`config.mk`:
```
export PLATFORM = sky130hd
export DESIGN_NAME = rvv_xrf_wb_arbiter
export DESIGN_NICKNAME = d
export VERILOG_FILES = /design/src/rtl/rvv_xrf_wb_arbiter_pkg.sv /design/src/rtl/rvv_multi_push_fifo.sv /design/src/rtl/rvv_xrf_wb_arbiter.sv
export SDC_FILE = /design/constraint.sdc
export NUM_CORES = 2
export LEC_CHECK = 0
export CAP_MARGIN = 25
export CORE_UTILIZATION = 45
export CTS_CLUSTER_DIAMETER = 30
export DETAILED_ROUTE_END_ITERATION = 7
export HOLD_SLACK_MARGIN = 0.02
export PLACE_DENSITY_LB_ADDON = 0.1
export SLEW_MARGIN = 20
export SYNTH_ARGS = -nofsm -noshare
export SYNTH_HDL_FRONTEND = slang
export SYNTH_SLANG_ARGS = --single-unit
```
`constraint.sdc`:
```
create_clock -name clk -period 10.9 [get_ports clk]
set_input_delay 1.09 -clock clk [delete_from_list [all_inputs] [get_ports clk]]
set_output_delay 1.09 -clock clk [all_outputs]
set_load 0.05 [all_outputs]
```
`src/rtl/rvv_xrf_wb_arbiter_pkg.sv`:
```
// Shared retire-to-scalar-regfile types for the RVV backend writeback path.
// Holds the per-slot writeback record and the retire slot count.
// Widths here set the default widths of the writeback arbiter.
`ifndef NUM_RT_UOP
`define NUM_RT_UOP 4
`endif

package rvv_xrf_wb_arbiter_pkg;

  localparam int NUM_RT_UOP = `NUM_RT_UOP;
  localparam int XRF_ADDR_W = 5;
  localparam int XRF_DATA_W = 32;

  // One scalar-regfile writeback: destination index and data.
  typedef struct packed {
    logic [XRF_ADDR_W-1:0] rt_index;
    logic [XRF_DATA_W-1:0] rt_data;
  } RT2XRF_t;

endpackage

```
`src/rtl/rvv_multi_push_fifo.sv`:
```
// Purpose: circular FIFO taking up to NUM_W compacted writes per cycle, one read.
// Latency: a write is visible at the head no earlier than the next cycle.
// Backpressure: none internally; the caller must not push beyond DEPTH-count.
module rvv_multi_push_fifo
  import rvv_xrf_wb_arbiter_pkg::*;
#(
  parameter int NUM_W = NUM_RT_UOP,
  parameter int DEPTH = 8,
  parameter int W     = $bits(RT2XRF_t),
  localparam int PTR_W = $clog2(DEPTH),
  localparam int CNT_W = $clog2(DEPTH) + 1
) (
  input  logic               clk,
  input  logic               rst,
  input  logic [NUM_W-1:0]   push_mask_i,
  input  logic [NUM_W*W-1:0] push_dat_i,
  input  logic               pop_i,
  output logic [W-1:0]       head_dat_o,
  output logic               head_vld_o,
  output logic [CNT_W-1:0]   count_o
);

  logic [W-1:0]     mem_q [DEPTH];
  logic [PTR_W-1:0] wr_ptr_q, wr_ptr_d;
  logic [PTR_W-1:0] rd_ptr_q, rd_ptr_d;
  logic [CNT_W-1:0] count_q, count_d;
  logic [CNT_W-1:0] n_push;
  logic             pop;

  assign head_vld_o = (count_q != '0);
  assign pop        = pop_i && head_vld_o;
  // Head is masked while empty so stale entries never leak onto the bus.
  assign head_dat_o = head_vld_o ? mem_q[rd_ptr_q] : '0;
  assign count_o    = count_q;

  // Number of writes this cycle; lanes are compacted so this is also the pointer step.
  always_comb begin
    n_push = '0;
    for (int k = 0; k < NUM_W; k++) begin
      n_push = n_push + CNT_W'(push_mask_i[k]);
    end
  end

  // Pointer and occupancy next-state; pointers wrap modulo DEPTH by width.
  always_comb begin
    wr_ptr_d = wr_ptr_q + PTR_W'(n_push);
    rd_ptr_d = rd_ptr_q + PTR_W'(pop);
    count_d  = count_q + n_push - CNT_W'(pop);
  end

  // State registers, cleared immediately on reset.
  always_ff @(posedge clk or posedge rst) begin
    if (rst) begin
      wr_ptr_q <= '0;
      rd_ptr_q <= '0;
      count_q  <= '0;
    end else begin
      wr_ptr_q <= wr_ptr_d;
      rd_ptr_q <= rd_ptr_d;
      count_q  <= count_d;
    end
  end

  // Storage: lane k lands at wr_ptr+k.
  always_ff @(posedge clk or posedge rst) begin
    if (rst) begin
      for (int e = 0; e < DEPTH; e++) begin
        mem_q[e] <= '0;
      end
    end else begin
      for (int k = 0; k < NUM_W; k++) begin
        if (push_mask_i[k]) begin
          mem_q[wr_ptr_q + PTR_W'(k)] <= push_dat_i[k*W +: W];
        end
      end
    end
  end

`ifndef SYNTHESIS
  a_count_bound : assert property (@(posedge clk) disable iff (rst)
    count_q <= CNT_W'(DEPTH));
  a_no_overflow : assert property (@(posedge clk) disable iff (rst)
    ({1'b0, count_q} + {1'b0, n_push}) <= (CNT_W+1)'(DEPTH));
  a_no_empty_pop : assert property (@(posedge clk) disable iff (rst)
    pop_i |-> (count_q != '0));
`endif

endmodule

```
`src/rtl/rvv_xrf_wb_arbiter.sv`:
```
// Purpose: merge per-slot retire scalar writebacks into the single async_rd port, in program order.
// Latency: one cycle minimum from acceptance to out_valid; no bypass.
// Backpressure: in_ready from registered occupancy only; refusal is always a suffix of the slots.
module rvv_xrf_wb_arbiter
  import rvv_xrf_wb_arbiter_pkg::*;
#(
  parameter int NUM_PORTS = NUM_RT_UOP,
  parameter int DEPTH     = 8,
  parameter int ADDR_W    = XRF_ADDR_W,
  parameter int DATA_W    = XRF_DATA_W,
  localparam int CNT_W    = $clog2(DEPTH) + 1
) (
  input  logic                        clk,
  input  logic                        rst,
  input  logic [NUM_PORTS-1:0]        in_valid,
  input  logic [NUM_PORTS*ADDR_W-1:0] in_addr,
  input  logic [NUM_PORTS*DATA_W-1:0] in_data,
  output logic [NUM_PORTS-1:0]        in_ready,
  output logic                        out_valid,
  output logic [ADDR_W-1:0]           out_addr,
  output logic [DATA_W-1:0]           out_data,
  input  logic                        out_ready,
  output logic [CNT_W-1:0]            count,
  output logic                        idle
);

  localparam int W      = $bits(RT2XRF_t);
  localparam int LANE_W = (NUM_PORTS > 1) ? $clog2(NUM_PORTS) : 1;

  if ((ADDR_W != XRF_ADDR_W) || (DATA_W != XRF_DATA_W) || (DEPTH < NUM_PORTS)) begin : g_bad_cfg
    $error("rvv_xrf_wb_arbiter: widths must match RT2XRF_t and DEPTH must be >= NUM_PORTS");
  end

  RT2XRF_t              req   [NUM_PORTS];
  RT2XRF_t              lane  [NUM_PORTS];
  logic [CNT_W-1:0]     need  [NUM_PORTS];
  logic [CNT_W-1:0]     free_slots;
  logic [CNT_W-1:0]     run;
  logic [LANE_W-1:0]    off;
  logic [NUM_PORTS-1:0] push_mask;
  logic [NUM_PORTS*W-1:0] push_dat;
  logic [W-1:0]         head_dat;
  RT2XRF_t              head;
  logic                 head_vld;

  // Unpack the flattened slot buses into writeback records.
  always_comb begin
    for (int i = 0; i < NUM_PORTS; i++) begin
      req[i].rt_index = in_addr[i*ADDR_W +: ADDR_W];
      req[i].rt_data  = in_data[i*DATA_W +: DATA_W];
    end
  end

  // Prefix count of real (non-x0) requests; a slot is ready when all of them up to it fit.
  always_comb begin
    free_slots = CNT_W'(DEPTH) - count;
    run        = '0;
    for (int i = 0; i < NUM_PORTS; i++) begin
      if (in_valid[i] && (req[i].rt_index != '0)) begin
        run = run + CNT_W'(1);
      end
      need[i]     = run;
      in_ready[i] = (free_slots >= run);
    end
  end

  // Compact accepted non-x0 slots onto consecutive write lanes; x0 slots are dropped here.
  always_comb begin
    push_mask = '0;
    off       = '0;
    for (int k = 0; k < NUM_PORTS; k++) begin
      lane[k] = '0;
    end
    for (int i = 0; i < NUM_PORTS; i++) begin
      if (in_valid[i] && in_ready[i] && (req[i].rt_index != '0)) begin
        off            = LANE_W'(need[i] - CNT_W'(1));
        push_mask[off] = 1'b1;
        lane[off]      = req[i];
      end
    end
  end

  // Flatten the lanes for the FIFO write port.
  always_comb begin
    for (int k = 0; k < NUM_PORTS; k++) begin
      push_dat[k*W +: W] = lane[k];
    end
  end

  rvv_multi_push_fifo #(
    .NUM_W (NUM_PORTS),
    .DEPTH (DEPTH),
    .W     (W)
  ) u_fifo (
    .clk         (clk),
    .rst         (rst),
    .push_mask_i (push_mask),
    .push_dat_i  (push_dat),
    .pop_i       (head_vld && out_ready),
    .head_dat_o  (head_dat),
    .head_vld_o  (head_vld),
    .count_o     (count)
  );

  assign head      = head_dat;
  assign out_valid = head_vld;
  assign out_addr  = head.rt_index;
  assign out_data  = head.rt_data;
  assign idle      = (count == '0) && (in_valid == '0);

`ifndef SYNTHESIS
  for (genvar g = 0; g < NUM_PORTS; g++) begin : g_hold_chk
    a_hold : assert property (@(posedge clk) disable iff (rst)
      (in_valid[g] && !in_ready[g]) |=> in_valid[g]);
  end
`endif

endmodule

```
# Word-level counts from Yosys, hierarchy flattened
# Index checks and enable logic that the tools add are counted.
word_totals:
  ff_bits: 306
  in_bits: 155
  out_inout_bits: 47
  word_cells: 156
classes:
  addsub: 18
  order_cmp: 29
  mux: 51
  n_bitwise: 13
  reduce_logical: 34
op_table:
  columns: ["operator", "count"]
  rows:
  - ["bitwise mux 296 bit", 4]
  - ["2-to-1 mux 296 bit", 4]
  - ["2-to-1 mux 148 bit", 4]
  - ["bitwise mux 148 bit", 3]
  - ["demux 37 bit (select 3 bit)", 4]
  - ["2-to-1 mux 37 bit", 11]
  - ["demux 37 bit (select 2 bit)", 4]
  - ["AND 148 bit", 1]
  - ["binary-select mux 37 bit (select 3 bit)", 1]
  - ["2-to-1 mux 4 bit", 7]
  - ["logical AND 1 bit", 27]
  - [">= comparator 4 bit (second input constant)", 5]
  - ["inverter 3 -> 4 bit", 5]
  - ["nonzero test 5 bit", 4]
  - [">= comparator 4 bit", 4]
  - ["< comparator 4 x 1 -> 1 bit (second input constant)", 4]
  - ["adder 4 x 1 -> 4 bit (second input constant)", 3]
  - [">= comparator 3 bit (second input constant)", 4]
  - ["< comparator 2 x 3 -> 1 bit (second input constant)", 4]
  - ["< comparator 3 x 1 -> 1 bit (second input constant)", 4]
  - ["inverter 2 -> 3 bit", 4]
  - ["bitwise OR 4 bit", 3]
  - ["adder 4 x 1 -> 4 bit", 2]
  - ["demux 1 bit (select 2 bit)", 4]
  - ["13 further kinds", 25]

# Longest topological paths before layout
logic_depth:
  depth_word: 25
  depth_mapped: 34
  depth_no_buf: 28

# By module
# Synthesis repeated with hierarchy kept, for this count alone.
hier_totals:
  hier_cells: 3699
  area_unflattened_um2: 28628.7
modules_own_cells:
  columns: ["module", "instances", "cells_per_inst", "area_each_um2"]
  rows:
  - ["rvv_multi_push_fifo", 1, 2845, 23615.1]
  - ["rvv_xrf_wb_arbiter", 1, 854, 5013.6]

# Worst setup path before layout
# OpenSTA, ideal clock, no wires.
synth_path:
  path_type: "in2reg"
  startpoint: "input in_addr[0]"
  endpoint: "register u_fifo.count_q[3], in the netlist u_fifo.count_o[3]"
  t_arrival_ns: 7.761
  t_required_ns: 10.776
  slack_ns: 3.014
  cell_stages: 31
  cell_sequence: "or4_1 -> o21a_1 -> inv_2 -> clkbuf_1 -> ha_1 -> clkbuf_1 -> xnor2_1 -> buf_4 -> clkbuf_1 -> ha_1 -> mux2i_1 -> ha_1 -> a2111oi_2 -> nor4_4 -> a211oi_4 -> and2_1 -> buf_2 -> buf_4 -> inv_1 -> ha_1 -> inv_1 -> fa_1 -> inv_1 -> ha_1 -> inv_1 -> ha_1 -> inv_1 -> ha_1 -> a21o_1 -> a21oi_1 -> xnor2_1"
synth_between:
  elab_chain_len: 21
  word_cells_on_any_way: 57
  cone_classes: "add/sub: 12; order compare: 12; mux: 16; bitwise: 3; reduce/logical: 14"
synth_lines:
  columns: ["element", "line_no", "rtl"]
  rows:
  - ["from (decl)", "rvv_xrf_wb_arbiter.sv:16", "input logic [NUM_PORTS*ADDR_W-1:0] in_addr,"]
  - ["nonzero test 5 bit (*)", "rvv_xrf_wb_arbiter.sv:59, rvv_xrf_wb_arbiter.sv:75", null]
  - ["logical AND 1 bit", "rvv_xrf_wb_arbiter.sv:59", "if (in_valid[i] && (req[i].rt_index != '0)) begin"]
  - ["2-to-1 mux 1 bit", "rvv_xrf_wb_arbiter.sv:59", null]
  - ["adder 4 x 1 -> 4 bit", "rvv_xrf_wb_arbiter.sv:60", "run = run + CNT_W'(1);"]
  - ["2-to-1 mux 4 bit", "rvv_xrf_wb_arbiter.sv:59", null]
  - ["adder 4 x 1 -> 4 bit or subtractor 2 x 1 -> 2 bit (tied branches)", "rvv_xrf_wb_arbiter.sv:60, rvv_xrf_wb_arbiter.sv:76", null]
  - ["2-to-1 mux 4 bit, or another cell as far along", "rvv_xrf_wb_arbiter.sv:59", null]
  - ["adder 4 x 1 -> 4 bit, or another cell as far along", "rvv_xrf_wb_arbiter.sv:60", null]
  - ["[6 not listed]", null, null]
  - ["bitwise OR 4 bit (no line)", null, null]
  - ["2-to-1 mux 4 bit (*)", "rvv_xrf_wb_arbiter.sv:75", "if (in_valid[i] && in_ready[i] && (req[i].rt_index != '0)) begin"]
  - ["adder 1 x 1 -> 2 bit", "rvv_multi_push_fifo.sv:40", "n_push = n_push + CNT_W'(push_mask_i[k]);"]
  - ["adder 4 x 1 -> 4 bit", "rvv_multi_push_fifo.sv:40", null]
  - ["adder 4 x 1 -> 4 bit (*)", "rvv_multi_push_fifo.sv:40", null]
  - ["adder 4 bit (*)", "rvv_multi_push_fifo.sv:48", "count_d = count_q + n_push - CNT_W'(pop);"]
  - ["subtractor 4 x 1 -> 4 bit (*)", "rvv_multi_push_fifo.sv:48", null]
  - ["via u_fifo.count_d[3]", "rvv_multi_push_fifo.sv:26", "logic [CNT_W-1:0] count_q, count_d;"]
  - ["to (signal assigned)", "rvv_multi_push_fifo.sv:60", "count_q <= count_d;"]
  - ["to (decl)", "rvv_multi_push_fifo.sv:26", null]
# The timed path passes the listed nets; every way through them passes the cells marked *.

# Worst setup path in the final report
# Ends and elaborated chain as after synthesis.

==> summary.md <==
| Metric | Value |
|---|---|
| Layout area overhead | 22.61% |
| Worst Path Required | 11.41 ns |
| Post-CTS Setup Bufs | 0 |
| Outcome | complete, no violations |
| Placeable Area | 55,520 µm² |
| Gr usage total | 0.4457 |
| Sequential element share of the synthesized area | 0.3005 |
| Vias in the first global route | 28,023 |
| CP Max Fanout | 44 |
| Post-CTS Resized | 0 |
| CTS tree | built |
| Leading area contributor after synthesis | dfrtp_1 |
| Hold buffer count at cts | 0 |
| CP arrival | 8.98 ns |
| YS warnings | 0 |
| Hold path start | u_fifo.mem_q[116] |
| Crit-path leading delay family | buffers and inverters |
| Worst-path clk slew | 0.04 ns |
| Least-Margin Pin Slew | 1.135 ns |
| CTS Buf Count | 96 |
| Post-route ant nets | 0 |
| Top cells by count, synth | nor2_1, o22ai_1, mux2i_1 |
| Crit path kind | primary input to flop |
| FF-to-FF setup slack | 4.55 ns |
| Starting Density | 0.4590 |
| FF-to-FF path depth | 21 |
| Largest net degree at the start of global routing | 134 |
| Final Max Slew Viols | 0 |
| # setup viols final | 0 |
| Hold path depth | 2 |
| VDD IR-drop max | 0.2318 mV |
| Top-count cell post-synth | nor2_1 |
| Sink Count | 306 |
| H-tree Lvls | 3 |
| Placed cell count | 3,551 |
| Iteration-0 DRC count of the detailed router | 4,718 |
| Clk_lat worst skew | 0.65 ns |
| Area of the multi-input gates | 16,540 µm² |
| Normalized max-slew margin | 0.2436 |
| Async set-reset flop share out of synthesis | 1.000 |
| R2r startpoint | u_fifo.count_o[0] |
| Yosys top cell area share | 0.3005 |
| Primary FF master, synth | dfrtp_1 |
| HP Class | flop to flop |
| Clock period minus worst slack | 8.472 ns |
| Fmax | 118.0 MHz |
| Share of cells above drive strength 1 | 0.1587 |
| DRC viols | 0 |
| Number of port buffers | 201 |
| Worst R2R End | u_fifo.count_o[3] |
| FILL cells | 4,853 |
| Layout net count | 3,091 |
| Setup_tns | 0 ns |
| First-pass GRT wire length | 188,200 µm |
| # IOs | 202 |
| Layout Cells excl Fill | 3,735 |
| Mapped Area | 25,490 µm² |
| Post-detail-place hpwl | 71,360 µm |
| Slowest CP cell | a2111oi_2 |
| Final WL | 129,500 µm |
| Final period util | 0.7772 |
| Final Hold Vio Count | 0 |
| Total global routing overflow | 0 |
| 1st-pass router iterations | 8 |
| RSZ-0062 raised after global routing | no |
| CTS max path bufs | 3 |
| Final worst slack | 2.428 ns |
| CTS Root Buffer Type | clkbuf_16 |
| Worst path bufs/invs | 9 |
| Initial antenna violation count | 2 |
| Die width | 240.0 µm |
| DIE HEIGHT | 240.0 µm |
| LEAKAGE | 12.09 nW |
| Syn nets | 3,027 |
| Power density cells | 395.3 nW/µm² |
| Via count | 28,645 |
| WHS Endpoint | u_fifo.mem_q[116] |
| Critical path's largest stage delay | 0.64 ns |
| Worst setup SP type | primary input |
| Placement Rows | 86 |
| Via density | 7.669 |
| Post-synth EDFFs | 0 |
| Max Cap Viol | 0 |
| Synth top area cells | dfrtp_1, mux2i_1, a211oi_1 |
| Placement Setup Slack | 1.949 ns |
| Full die area | 57,590 µm² |
| Synth Register Bits | 306 |
| Avg Cell Area, Syn | 8.974 µm² |
| Routability cong. | 0.9514 |
| Register area | 7666 µm² |
| Nature of the critical path endpoint | flop |
| Post-Synthesis Cells | 2,840 |
| Synth cell types | 63 |
| Max Clock Skew | 0.02314 ns |
| WL per Instance | 34.67 µm |
==> how the worst max path moves through the flow <==
| stage | startpoint | cells past startpoint | slack (ns) | endpoint |
|---|---|---|---|---|
| 2_1_floorplan | rst | 1 | 1.35 | u_fifo.count_o[0] |
| 3_3_place_gp | in_addr[0] | 28 | 2.06 | u_fifo.count_o[3] |
| 3_5_place_dp | in_addr[0] | 28 | 1.95 | u_fifo.count_o[3] |
| 4_1_cts | in_addr[0] | 28 | 2.57 | u_fifo.count_o[3] |
| 5_1_grt | in_addr[0] | 28 | 2.04 | u_fifo.count_o[3] |
| 6_report | in_addr[0] | 28 | 2.43 | u_fifo.count_o[3] |
==> report_power, final <==
group / switching [W] / internal [W] / leakage (nW)
logic: 0.00472 / 0.00262 / 6.84
registers: 0.000441 / 0.00180 / 3.64
clock network: 0.000836 / 0.00193 / 1.61
==> through the flow <==
step,util,instance area (µm²),power [W],hold WS (ns)
after global placement,0.5021,27880,0.009146,0.6011
after CTS,0.5614,31170,0.01209,0.6154
after global routing,0.5625,31230,0.01275,0.6316
final,0.5628,31250,0.01235,0.6154
after floorplan,-,25490,0.006978,0.4967
after detailed placement,0.5031,27930,0.009300,0.6031
==> sequential cells by signal (all words and copies together), names as in the netlist <==
name,flops
u_fifo.mem_q,296
u_fifo.count_o,4
u_fifo.rd_ptr_q,3
u_fifo.wr_ptr_q,3
==> metal layers <==
layer	part of all wire	track usage
met1	0.36	0.5718
met2	0.42	0.6356
met3	0.14	0.1478
met4	0.076	0.2967
met5	0.00025	0
==> cells in the final DEF (no fill, tap or decap), types with 17 or more instances in the layout <==
cell type / n
nor2_1: 343
o22ai_1: 333
mux2i_1: 318
dfrtp_1: 303
a211oi_1: 299
clkdlybuf4s50_1: 199
nand2_1: 119
nand3_1: 110
nor3_1: 109
clkbuf_16: 99
buf_4: 77
mux4_2: 74
a21oi_1: 39
a31oi_1: 39
o211a_1: 36
a311oi_1: 35
o2111ai_1: 32
a31oi_2: 31
a221o_2: 30
inv_1: 29
ha_1: 28
clkbuf_8: 27
o21ai_1: 25
clkinv_2: 18
o32ai_1: 17
==> tightest hold or removal path: cells and delay by family (launching register included) <==
family / cells / cell delay (ns)
compound gates: 1 / 0.08
mux: 1 / 0.13
flops: 1 / 0.37
==> layout make-up <==
class,instances,share of cell area
clock inverter,32,0.01049
timing repair buffer,284,0.08697
antenna,7,0.0005606
sequential,306,0.2453
clock buffer,142,0.09309
tap,748,0.02995
inverter,34,0.004404
multi-input combinational,2182,0.5292
==> cell families after synthesis <==
| logic type | synth area share |
|---|---|
| buffers and inverters | 0.06736 |
| AOI/OAI and AO/OA | 0.2915 |
| xor gates and xnor gates | 0.005793 |
| muxes | 0.1903 |
| and+or+nand+nor | 0.1279 |
| adders and majority gates | 0.01659 |
| DFF | 0.3005 |
| other | 0.0001471 |
No activity file was read; power rests on OpenSTA's default activity.
